File: config.mk
export PLATFORM = sky130hd
export DESIGN_NAME = morse_rx
export DESIGN_NICKNAME = d
export VERILOG_FILES = /design/src/rtl/morse_rx.sv
export SDC_FILE = /design/constraint.sdc
export NUM_CORES = 1
export LEC_CHECK = 0
export CORE_UTILIZATION = 40
export DETAILED_ROUTE_END_ITERATION = 6
export PLACE_DENSITY = 0.6
export SYNTH_ARGS = -nofsm -noshare
export SYNTH_HDL_FRONTEND = slang
export SYNTH_SLANG_ARGS = --single-unit
File: constraint.sdc
create_clock -name clk -period 5.2 [get_ports clk]
set_input_delay 0.52 -clock clk [delete_from_list [all_inputs] [get_ports clk]]
set_output_delay 0.52 -clock clk [all_outputs]
set_load 0.05 [all_outputs]
File: src/rtl/morse_rx.sv
// rtl/morse_rx.sv - Morse keying-line receiver with ASCII output FIFO
//
// Samples an on/off keying line and times its runs in units of PRESCALER
// clocks. Each run is classified as a dot, a dash or a glitch, and each
// completed character is decoded to ASCII and pushed into a
// first-word-fall-through FIFO that the host drains.
//
// Optional feature: define MORSE_RX_OVERFLOW_EN to build the sticky overflow
// flag. When it is undefined, overflow is tied low. Characters that arrive
// while the FIFO is full are dropped in both builds.
//
// Parameters:
//   PRESCALER  clock cycles per Morse time unit (>= 4)
//   DEPTH      output FIFO entries (power of 2, >= 2)
//
// Ports:
//   clk        system clock
//   arst_n     asynchronous active-low reset
//   morse_in   keying line, 1 = key down; asynchronous to clk
//   read_en    pops the head character when the FIFO is not empty
//   ascii_out  FIFO head character; 0x00 when the FIFO is empty
//   empty      FIFO empty
//   overflow   sticky flag: a character was dropped because the FIFO was full

module morse_rx #(
    parameter int PRESCALER = 5000000,
    parameter int DEPTH     = 16
) (
    input  logic       clk,
    input  logic       arst_n,
    input  logic       morse_in,
    input  logic       read_en,
    output logic [7:0] ascii_out,
    output logic       empty,
    output logic       overflow
);

    localparam int CW = $clog2(7 * PRESCALER + 1);
    localparam int AW = $clog2(DEPTH);

    localparam logic [CW-1:0] T_HALF = CW'(PRESCALER / 2);
    localparam logic [CW-1:0] T_TWO  = CW'(2 * PRESCALER);
    localparam logic [CW-1:0] T_FIVE = CW'(5 * PRESCALER);
    localparam logic [CW-1:0] T_SAT  = CW'(7 * PRESCALER);

    typedef enum logic [1:0] {
        IDLE  = 2'd0,
        MARK  = 2'd1,
        SPACE = 2'd2
    } state_t;

    // ------------------------------------------------------------------
    // Input synchronizer and edge detection
    // ------------------------------------------------------------------
    logic sync1, sync2, line_q;

    always_ff @(posedge clk or negedge arst_n) begin
        if (!arst_n) begin
            sync1  <= 1'b0;
            sync2  <= 1'b0;
            line_q <= 1'b0;
        end else begin
            sync1  <= morse_in;
            sync2  <= sync1;
            line_q <= sync2;
        end
    end

    logic rise, fall, level_change;
    assign rise         = sync2 & ~line_q;
    assign fall         = ~sync2 & line_q;
    assign level_change = sync2 ^ line_q;

    // ------------------------------------------------------------------
    // Run counter. On a level-change cycle it holds the length of the run
    // that just ended. On any other cycle it holds the length of the
    // current run so far.
    // ------------------------------------------------------------------
    logic [CW-1:0] run_cnt;

    always_ff @(posedge clk or negedge arst_n) begin
        if (!arst_n) begin
            run_cnt <= '0;
        end else if (level_change) begin
            run_cnt <= CW'(1);
        end else if (run_cnt != T_SAT) begin
            run_cnt <= run_cnt + CW'(1);
        end
    end

    // ------------------------------------------------------------------
    // Symbol accumulation state
    // ------------------------------------------------------------------
    logic [5:0] sym;        // bit i = i-th received symbol, 1 = dash
    logic [2:0] sym_cnt;
    logic       sym_err;    // a 7th symbol was received
    logic       word_pending;

    logic       sym_pending;
    assign sym_pending = (sym_cnt != 3'd0);

    // ------------------------------------------------------------------
    // FSM: state register
    // ------------------------------------------------------------------
    state_t state, state_next;

    always_ff @(posedge clk or negedge arst_n) begin
        if (!arst_n) begin
            state <= IDLE;
        end else begin
            state <= state_next;
        end
    end

    // ------------------------------------------------------------------
    // FSM: next-state logic
    // ------------------------------------------------------------------
    always_comb begin
        state_next = state;
        case (state)
            IDLE: begin
                if (rise) begin
                    state_next = MARK;
                end
            end
            MARK: begin
                if (fall) begin
                    if (run_cnt < T_HALF && !sym_pending) begin
                        state_next = IDLE;
                    end else begin
                        state_next = SPACE;
                    end
                end
            end
            SPACE: begin
                // If the key goes down again on the same cycle that the gap
                // completes the character, decode and go straight to MARK so
                // that the new mark is not lost.
                if (run_cnt == T_TWO) begin
                    state_next = rise ? MARK : IDLE;
                end else if (rise) begin
                    state_next = MARK;
                end
            end
            default: state_next = IDLE;
        endcase
    end

    // ------------------------------------------------------------------
    // FSM: output logic
    // ------------------------------------------------------------------
    logic shift_en, shift_bit, decode_en, space_en;

    always_comb begin
        shift_en  = 1'b0;
        shift_bit = 1'b0;
        decode_en = 1'b0;
        space_en  = 1'b0;
        case (state)
            IDLE: begin
                space_en = word_pending && (run_cnt == T_FIVE);
            end
            MARK: begin
                shift_en  = fall && (run_cnt >= T_HALF);
                shift_bit = (run_cnt >= T_TWO);
            end
            SPACE: begin
                decode_en = (run_cnt == T_TWO);
            end
            default: ;
        endcase
    end

    // ------------------------------------------------------------------
    // Symbol register, count, error bit and word_pending
    // ------------------------------------------------------------------
    always_ff @(posedge clk or negedge arst_n) begin
        if (!arst_n) begin
            sym          <= '0;
            sym_cnt      <= '0;
            sym_err      <= 1'b0;
            word_pending <= 1'b0;
        end else begin
            if (decode_en) begin
                sym     <= '0;
                sym_cnt <= '0;
                sym_err <= 1'b0;
            end else if (shift_en) begin
                if (sym_cnt == 3'd6) begin
                    sym_err <= 1'b1;
                end else begin
                    sym[sym_cnt] <= shift_bit;
                    sym_cnt      <= sym_cnt + 3'd1;
                end
            end

            if (decode_en) begin
                word_pending <= 1'b1;
            end else if (space_en) begin
                word_pending <= 1'b0;
            end
        end
    end

    // ------------------------------------------------------------------
    // Decoder. The key is {count, symbols}, with the first symbol in bit 0.
    // Symbol bits above the count are always zero.
    // ------------------------------------------------------------------
    logic [7:0] decoded;

    always_comb begin
        decoded = 8'h3F;
        if (!sym_err) begin
            case ({sym_cnt, sym})
                {3'd1, 6'd0}:  decoded = 8'h45; // E
                {3'd1, 6'd1}:  decoded = 8'h54; // T
                {3'd2, 6'd0}:  decoded = 8'h49; // I
                {3'd2, 6'd1}:  decoded = 8'h4E; // N
                {3'd2, 6'd2}:  decoded = 8'h41; // A
                {3'd2, 6'd3}:  decoded = 8'h4D; // M
                {3'd3, 6'd0}:  decoded = 8'h53; // S
                {3'd3, 6'd1}:  decoded = 8'h44; // D
                {3'd3, 6'd2}:  decoded = 8'h52; // R
                {3'd3, 6'd3}:  decoded = 8'h47; // G
                {3'd3, 6'd4}:  decoded = 8'h55; // U
                {3'd3, 6'd5}:  decoded = 8'h4B; // K
                {3'd3, 6'd6}:  decoded = 8'h57; // W
                {3'd3, 6'd7}:  decoded = 8'h4F; // O
                {3'd4, 6'd0}:  decoded = 8'h48; // H
                {3'd4, 6'd1}:  decoded = 8'h42; // B
                {3'd4, 6'd2}:  decoded = 8'h4C; // L
                {3'd4, 6'd3}:  decoded = 8'h5A; // Z
                {3'd4, 6'd4}:  decoded = 8'h46; // F
                {3'd4, 6'd5}:  decoded = 8'h43; // C
                {3'd4, 6'd6}:  decoded = 8'h50; // P
                {3'd4, 6'd8}:  decoded = 8'h56; // V
                {3'd4, 6'd9}:  decoded = 8'h58; // X
                {3'd4, 6'd11}: decoded = 8'h51; // Q
                {3'd4, 6'd13}: decoded = 8'h59; // Y
                {3'd4, 6'd14}: decoded = 8'h4A; // J
                {3'd5, 6'd0}:  decoded = 8'h35; // 5
                {3'd5, 6'd1}:  decoded = 8'h36; // 6
                {3'd5, 6'd3}:  decoded = 8'h37; // 7
                {3'd5, 6'd7}:  decoded = 8'h38; // 8
                {3'd5, 6'd15}: decoded = 8'h39; // 9
                {3'd5, 6'd16}: decoded = 8'h34; // 4
                {3'd5, 6'd24}: decoded = 8'h33; // 3
                {3'd5, 6'd28}: decoded = 8'h32; // 2
                {3'd5, 6'd30}: decoded = 8'h31; // 1
                {3'd5, 6'd31}: decoded = 8'h30; // 0
                default:       decoded = 8'h3F; // ?
            endcase
        end
    end

    logic       push;
    logic [7:0] push_data;
    assign push      = decode_en | space_en;
    assign push_data = decode_en ? decoded : 8'h20;

    // ------------------------------------------------------------------
    // Output FIFO (first-word-fall-through)
    // ------------------------------------------------------------------
    logic [7:0]  mem [DEPTH];
    logic [AW-1:0] wr_ptr, rd_ptr;
    logic [AW:0]   count;
    logic          full, pop, push_ok;

    assign full    = (count == (AW + 1)'(DEPTH));
    assign empty   = (count == '0);
    assign pop     = read_en && !empty;
    // A pop on the same cycle frees a slot, so a push into a full FIFO is
    // accepted in that case.
    assign push_ok = push && (!full || pop);

    always_ff @(posedge clk) begin
        if (push_ok) begin
            mem[wr_ptr] <= push_data;
        end
    end

    always_ff @(posedge clk or negedge arst_n) begin
        if (!arst_n) begin
            wr_ptr <= '0;
            rd_ptr <= '0;
            count  <= '0;
        end else begin
            if (push_ok) begin
                wr_ptr <= wr_ptr + AW'(1);
            end
            if (pop) begin
                rd_ptr <= rd_ptr + AW'(1);
            end
            case ({push_ok, pop})
                2'b10:   count <= count + (AW + 1)'(1);
                2'b01:   count <= count - (AW + 1)'(1);
                default: ;
            endcase
        end
    end

    assign ascii_out = empty ? 8'h00 : mem[rd_ptr];

`ifdef MORSE_RX_OVERFLOW_EN
    logic drop;
    logic overflow_q;

    assign drop = push && full && !pop;

    always_ff @(posedge clk or negedge arst_n) begin
        if (!arst_n) begin
            overflow_q <= 1'b0;
        end else if (drop) begin
            overflow_q <= 1'b1;
        end
    end

    assign overflow = overflow_q;
`else
    assign overflow = 1'b0;
`endif

endmodule

==> out/results.tsv, run 1 <==
metric	value	unit
status	finished clean	
maxCapViolations	0	
dieArea	21400	um2
wire_per_inst	18.8	um
fin_setup_tns	0	ns
hold_buffers	0	
hold_viol	0	
cts-buffers-inserted	17	
wl	17500	um
root_buffer	clkbuf_16	
synthCells	652	
core	20400	um2
die_w	146	um
vias	5314	
drtIter0Drc	435	
ant_nets	0	
ys_top_cells_by_area	edfxtp_1 (40%), dfrtp_1 (16%), mux4_2 (9.4%)	
grt_pass1_wl	28100	um
via_per_inst	5.71	
grt_usage	17.0	%
cp_max_fo	22	
grt_pass1_vias	5157	
tightest_slew	1.04	ns
nFillCells	1800	
grt_antenna_before_repair	0	
async_flop_share	32.9	%
clockBufferDepth	2	
min_period	4.22	ns
cp.required	5.55	ns
cts_resized	0	
cts_setup_buffers	0	
yosysSeqAreaShare	56.8	%
clock_sinks	167	
power_density	346	nW/um2
diodes	0	
yosysWarnings	0	
placementRows	52	
fp.dieH	146	um
yosysTopAreaCell	edfxtp_1	
drc	0	
skew	0.0119	ns
clkSlewWorstSetupHoldPaths	0.07	ns
max_freq	0.237	GHz
start_kind	flip-flop	
synth_edf_count	112	
leakagePower	3.53	nW
synth_cell_types	65	
nNetsFinal	669	
area_growth	11.1	%
dpl.hpwl	11500	um
rsz0062_at_grt	false	
drv_slew	0	
setup_slack	0.978	ns
worstPathArrival	4.57	ns
htree_levels	4	
finalCritPeriodShare	81.2	%
cts_tree	done	
start_util	41.0	%
peakVddDrop	0.216	mV
syn_area_per_cell	12.8	um2
gp_congestion	0.928	
rrSetupSlack	0.98	ns
io_pins	14	
grt_max_degree	56	
slew_headroom	30.4	%
finalSetupViolCount	0	
clk_latency	0.43	ns
layout_common_cells	edfxtp_1 (112), dfrtp_1 (54), nand2_1 (47)	
endpoint_kind	flip-flop	
synthFlopType	edfxtp_1	
drive_above_1_share	13.8	%
path_class	reg -> reg	
yosys.area.top_type_share	40.3	%
drt-pass1-iter-count	5	
overflow	0	
layout_commonest_cell	edfxtp_1	
portBuffers	11	
pre_cts_slack	1.03	ns
syn_area	8340	um2
hold_path.class	in -> async	
synth_seq_cells	167	
==> critical path, cell delays in order (launching register included) <==
cell and delay, ns:
dfrtp_1 0.43, or4_1 0.56, or3_1 0.39, or4_4 0.45, a21oi_2 0.58, inv_1 0.15
ha_1 0.35, xor2_1 0.19, ha_1 0.23, o21a_1 0.18, o21ai_0 0.14, o21bai_1 0.09
xnor2_1 0.12, nor2_1 0.12, xor2_1 0.16
==> power breakdown <==
group          internal, W  leakage (nW)  switching (W)
logic             0.000204          1.31       0.000162
registers          0.00145          1.94       0.000144
clock network     0.000680         0.277       0.000566
total              0.00233          3.53       0.000873
==> final timing paths <==
check,start,endpoint,depth (start not counted)
hold / removal,arst_n,count[2],2
max in group asynchronous,arst_n,rd_ptr[0],2
min in group clk,sync1,sync2,0
setup / recovery,run_cnt[3],count[4],14
setup reg to reg,run_cnt[3],count[4],14
hold reg to reg,sync1,sync2,0
==> per-stage QoR <==
step           cell area [um2]  cells  total power [W]  util, %  hold slack [ns]
2_1_floorplan             8350    653          0.00190        -            0.224
3_3_place_gp              8690    899          0.00198     42.7            0.341
3_5_place_dp              8690    899          0.00200     42.7            0.336
4_1_cts                   9270    931          0.00324     45.5            0.245
5_1_grt                   9270    931          0.00333     45.5            0.278
6_report                  9270    931          0.00321     45.5            0.233
==> registers in the layout, indices dropped and copies added (netlist names) <==
signal / cells
state: 2
mem: 112
rd_ptr: 4
count: 5
sym: 6
sym_cnt: 3
sync1: 1
sync2: 1
line_q: 1
sym_err: 1
wr_ptr: 4
run_cnt: 26
word_pending: 1
==> per-layer routing <==
metal | wire length, um | up-vias | track usage [%] | part of all wire (%)
li1 | - | 2462 | - | -
met1 | 7870 | 2690 | 22.5 | 45
met2 | 8700 | 147 | 28.4 | 50
met3 | 739 | 15 | 3.81 | 4.2
met4 | 193 | 0 | 4.53 | 1.1
met5 | 0 | - | 0 | 0
==> cell usage after synthesis (5+ instances only) <==
library cell,instances
a21boi_0,8
a21oi_1,19
a31oi_1,8
and2_1,20
and3_1,21
buf_1,6
clkbuf_1,36
dfrtp_1,55
edfxtp_1,112
ha_1,17
inv_1,12
mux2i_1,9
mux4_2,35
nand2_1,47
nand3_1,15
nand4_1,18
nor2_1,29
nor2b_1,16
nor3_1,10
nor4_1,6
nor4b_1,6
o21ai_0,22
or3_1,12
or4_1,5
xnor2_1,19
xor2_1,14
==> cell type report <==
| cell class | count | area (um2) | share of cell area, % |
|---|---|---|---|
| clock inverters | 15 | 161 | 1.74 |
| inverters | 13 | 48.8 | 0.526 |
| clock buffers | 17 | 425 | 4.59 |
| repair buffers | 22 | 188 | 2.02 |
| well taps | 270 | 338 | 3.64 |
| multi-input cells | 427 | 3370 | 36.4 |
| flip-flops and latches | 167 | 4740 | 51.1 |
==> cells by family after synthesis <==
| kind of cell | synth area share, % |
|---|---|
| muxes | 11.1 |
| AOI/OAI and AO/OA | 7.72 |
| and+or+nand+nor | 15.5 |
| other | 0.0449 |
| DFF | 56.8 |
| buffers and inverters | 2.83 |
| xor gates and xnor gates | 3.46 |
| adders and majority gates | 2.55 |
Note: power is estimated with default switching activity, not from simulation.
==> inputs of run 2 (changes only) <==
PLACE_DENSITY = 0.62   (was 0.6)
clock period = 3.5 ns   (was 5.2 ns; I/O delays follow)
==> run 2 against run 1 <==
Net effect:
- the flow now finishes with violations (negative hold slack)
- worst hold slack got worse by 0.24 ns
- die area unchanged
- routed wire length rose by 1.1%
- sequential cell count did not move
- register-to-register slack worse by 0.80 ns
==> out/results.tsv, run 2 (synthesized netlist as in run 1, its figures left out) <==
metric	value	unit	change
core	20400	um2	unchanged
clockBufferDepth	2		unchanged
placementRows	52		unchanged
worstReg2RegStart	run_cnt[8]		
layout_commonest_cell	edfxtp_1		
rsz0062_at_grt	false		
multi_input_area	3400	um2	+0.89%
fin_cells	955		+2.6%
netSwitchingFraction	27.1	%	-0.13 points
internal_power	0.00344	W	+47%
dieArea	21400	um2	unchanged
cts_tree	done		
drt-pass1-iter-count	4		-1
layout_common_cells	edfxtp_1 (112), dfrtp_1 (54), nand2_1 (47)		
grt_antenna_before_repair	0		unchanged
cpPeakStageDelay	0.55	ns	-0.03 ns
largest_register_ffs	112		unchanged
peakVddDrop	0.324	mV	+50%
path_class	reg -> reg		
drive_above_1_share	17.5	%	+3.8 points
power_density	499	nW/um2	+44%
p_sw	0.00128	W	+46%
skew	0.00740	ns	-0.00454 ns
finalCritPeriodShare	95.0	%	+14 points
pwr-share-seq	48.3	%	-1.4 points
setup_slack	0.176	ns	-0.802 ns
pre_cts_slack	0.145	ns	-0.880 ns
hold_viol	13		+13
cp_num_buf_inv	1		unchanged
reg_top3	mem x112, run_cnt x26, sym x6		
fp.dieH	146	um	unchanged
finalSetupViolCount	0		unchanged
worstPathArrival	3.67	ns	-0.90 ns
fin_setup_tns	0	ns	unchanged
area_growth	13.3	%	
cpMaxStageDelayCell	or4_4		
r2r_end	count[4]		
dpl.hpwl	12000	um	+4.2%
p_clk_share	36.8	%	-2.1 points
leakagePower	3.65	nW	+3.4%
rrSetupSlack	0.18	ns	-0.80 ns
nFillCells	1793		-0.39%
drtIter0Drc	410		-5.7%
portBuffers	11		unchanged
crit_cells	14		unchanged
grt_pass1_vias	5355		+3.8%
clock_sinks	167		unchanged
critical_path.cell_chain	or4_4 -> or3_4 -> or4_4 -> a21oi_4 -> inv_2 -> ha_2 -> xor2_1 -> ha_2 -> o21a_1 -> o21ai_1 -> o21bai_1 -> xnor2_1 -> nor2_1 -> xor2_1		
gp_congestion	0.961		+3.6%
htree_levels	4		unchanged
cp.required	3.85	ns	-1.70 ns
start_kind	flip-flop		
clk_latency	0.42	ns	about the same
root_buffer	clkbuf_16		
start_util	41.0	%	unchanged
status	complete, but fails checks		
wl	17700	um	+1.1%
cts-buffers-inserted	17		unchanged
max_freq	0.301	GHz	+27%
nNetsFinal	693		+3.6%
startpoint	run_cnt[8]		
grt_usage	17.7	%	+0.63 points
die_w	146	um	unchanged
violations	negative hold slack		
register_area	4740	um2	unchanged
hold-worst-slack	-0.0117	ns	-0.244 ns
grt_max_degree	34		-39%
largest-register	mem		
cp_max_fo	3		-86%
endpoint_kind	flip-flop		
ff2ff_path_depth	14		unchanged
grt_pass1_wl	29100	um	+3.5%
critPathTopFamily	simple AND/OR/NAND/NOR gates		
overflow	0		unchanged
vias	5353		+0.73%
min_period	3.32	ns	-0.898 ns
hold_path.class	in -> async		
clkSlewWorstSetupHoldPaths	0.07	ns	about the same
tightest_slew	0.749	ns	-0.294 ns
drc	0		unchanged
comb_power_share	15.0	%	+3.6 points
via_per_inst	5.61		-1.8%
drv_slew	0		unchanged
ant_nets	0		unchanged
wire_per_inst	18.5	um	-1.5%
maxCapViolations	0		unchanged
dp.cells	921		+2.4%
diodes	0		unchanged
io_pins	14		unchanged
slew_headroom	50.1	%	+20 points
==> run 2: layout make-up <==
class                      instances  share of cell area (%)
timing repair buffer              46                    4.02
clock buffer                      19                    4.58
clock inverter                    13                    1.20
inverter                          13                   0.516
sequential                       167                    50.1
tap                              270                    3.57
multi-input combinational        427                    36.0
==> run 2: power groups by stage <==
stage | Combinational, W | Sequential (W) | Clock [W]
6_report | 0.000706 | 0.00228 | 0.00173
5_1_grt | 0.000777 | 0.00229 | 0.00184
4_1_cts | 0.000705 | 0.00228 | 0.00177
3_5_place_dp | 0.000706 | 0.00232 | 0
3_3_place_gp | 0.000692 | 0.00231 | 0
2_1_floorplan | 0.000585 | 0.00224 | 0
==> run 2: worst max path at each step <==
stage / endpoint
floorplan: count[4]
finish: count[4]
detailed placement: count[4]
global placement: count[4]
global route: count[4]
CTS: count[4]
==> run 2: per-layer routing <==
metal  track usage [%]  part of all wire, %  up-vias
li1                  -                    -     2522
met1              24.1                   45     2661
met2              28.8                   50      147
met3              3.44                  3.8       23
met4              4.95                  1.5        0
met5                 0                    0        -
==> run 2: timing repair <==
action | CTS | global route
hold buffers | 0 | 0
resized for setup | 0 | 6
setup buffers | 0 | 2
setup endpoints to repair | 0 | 1
==> run 2: through the flow <==
stage	cell area (um2)	utilization (%)	hold slack (ns)	power, W
6_report	9460	46.4	-0.0117	0.00472
5_1_grt	9460	46.4	0.0464	0.00491
4_1_cts	9420	46.3	0.00690	0.00475
3_5_place_dp	8880	43.6	0.340	0.00302
3_3_place_gp	8880	43.6	0.339	0.00300
2_1_floorplan	8370	-	0.0544	0.00283
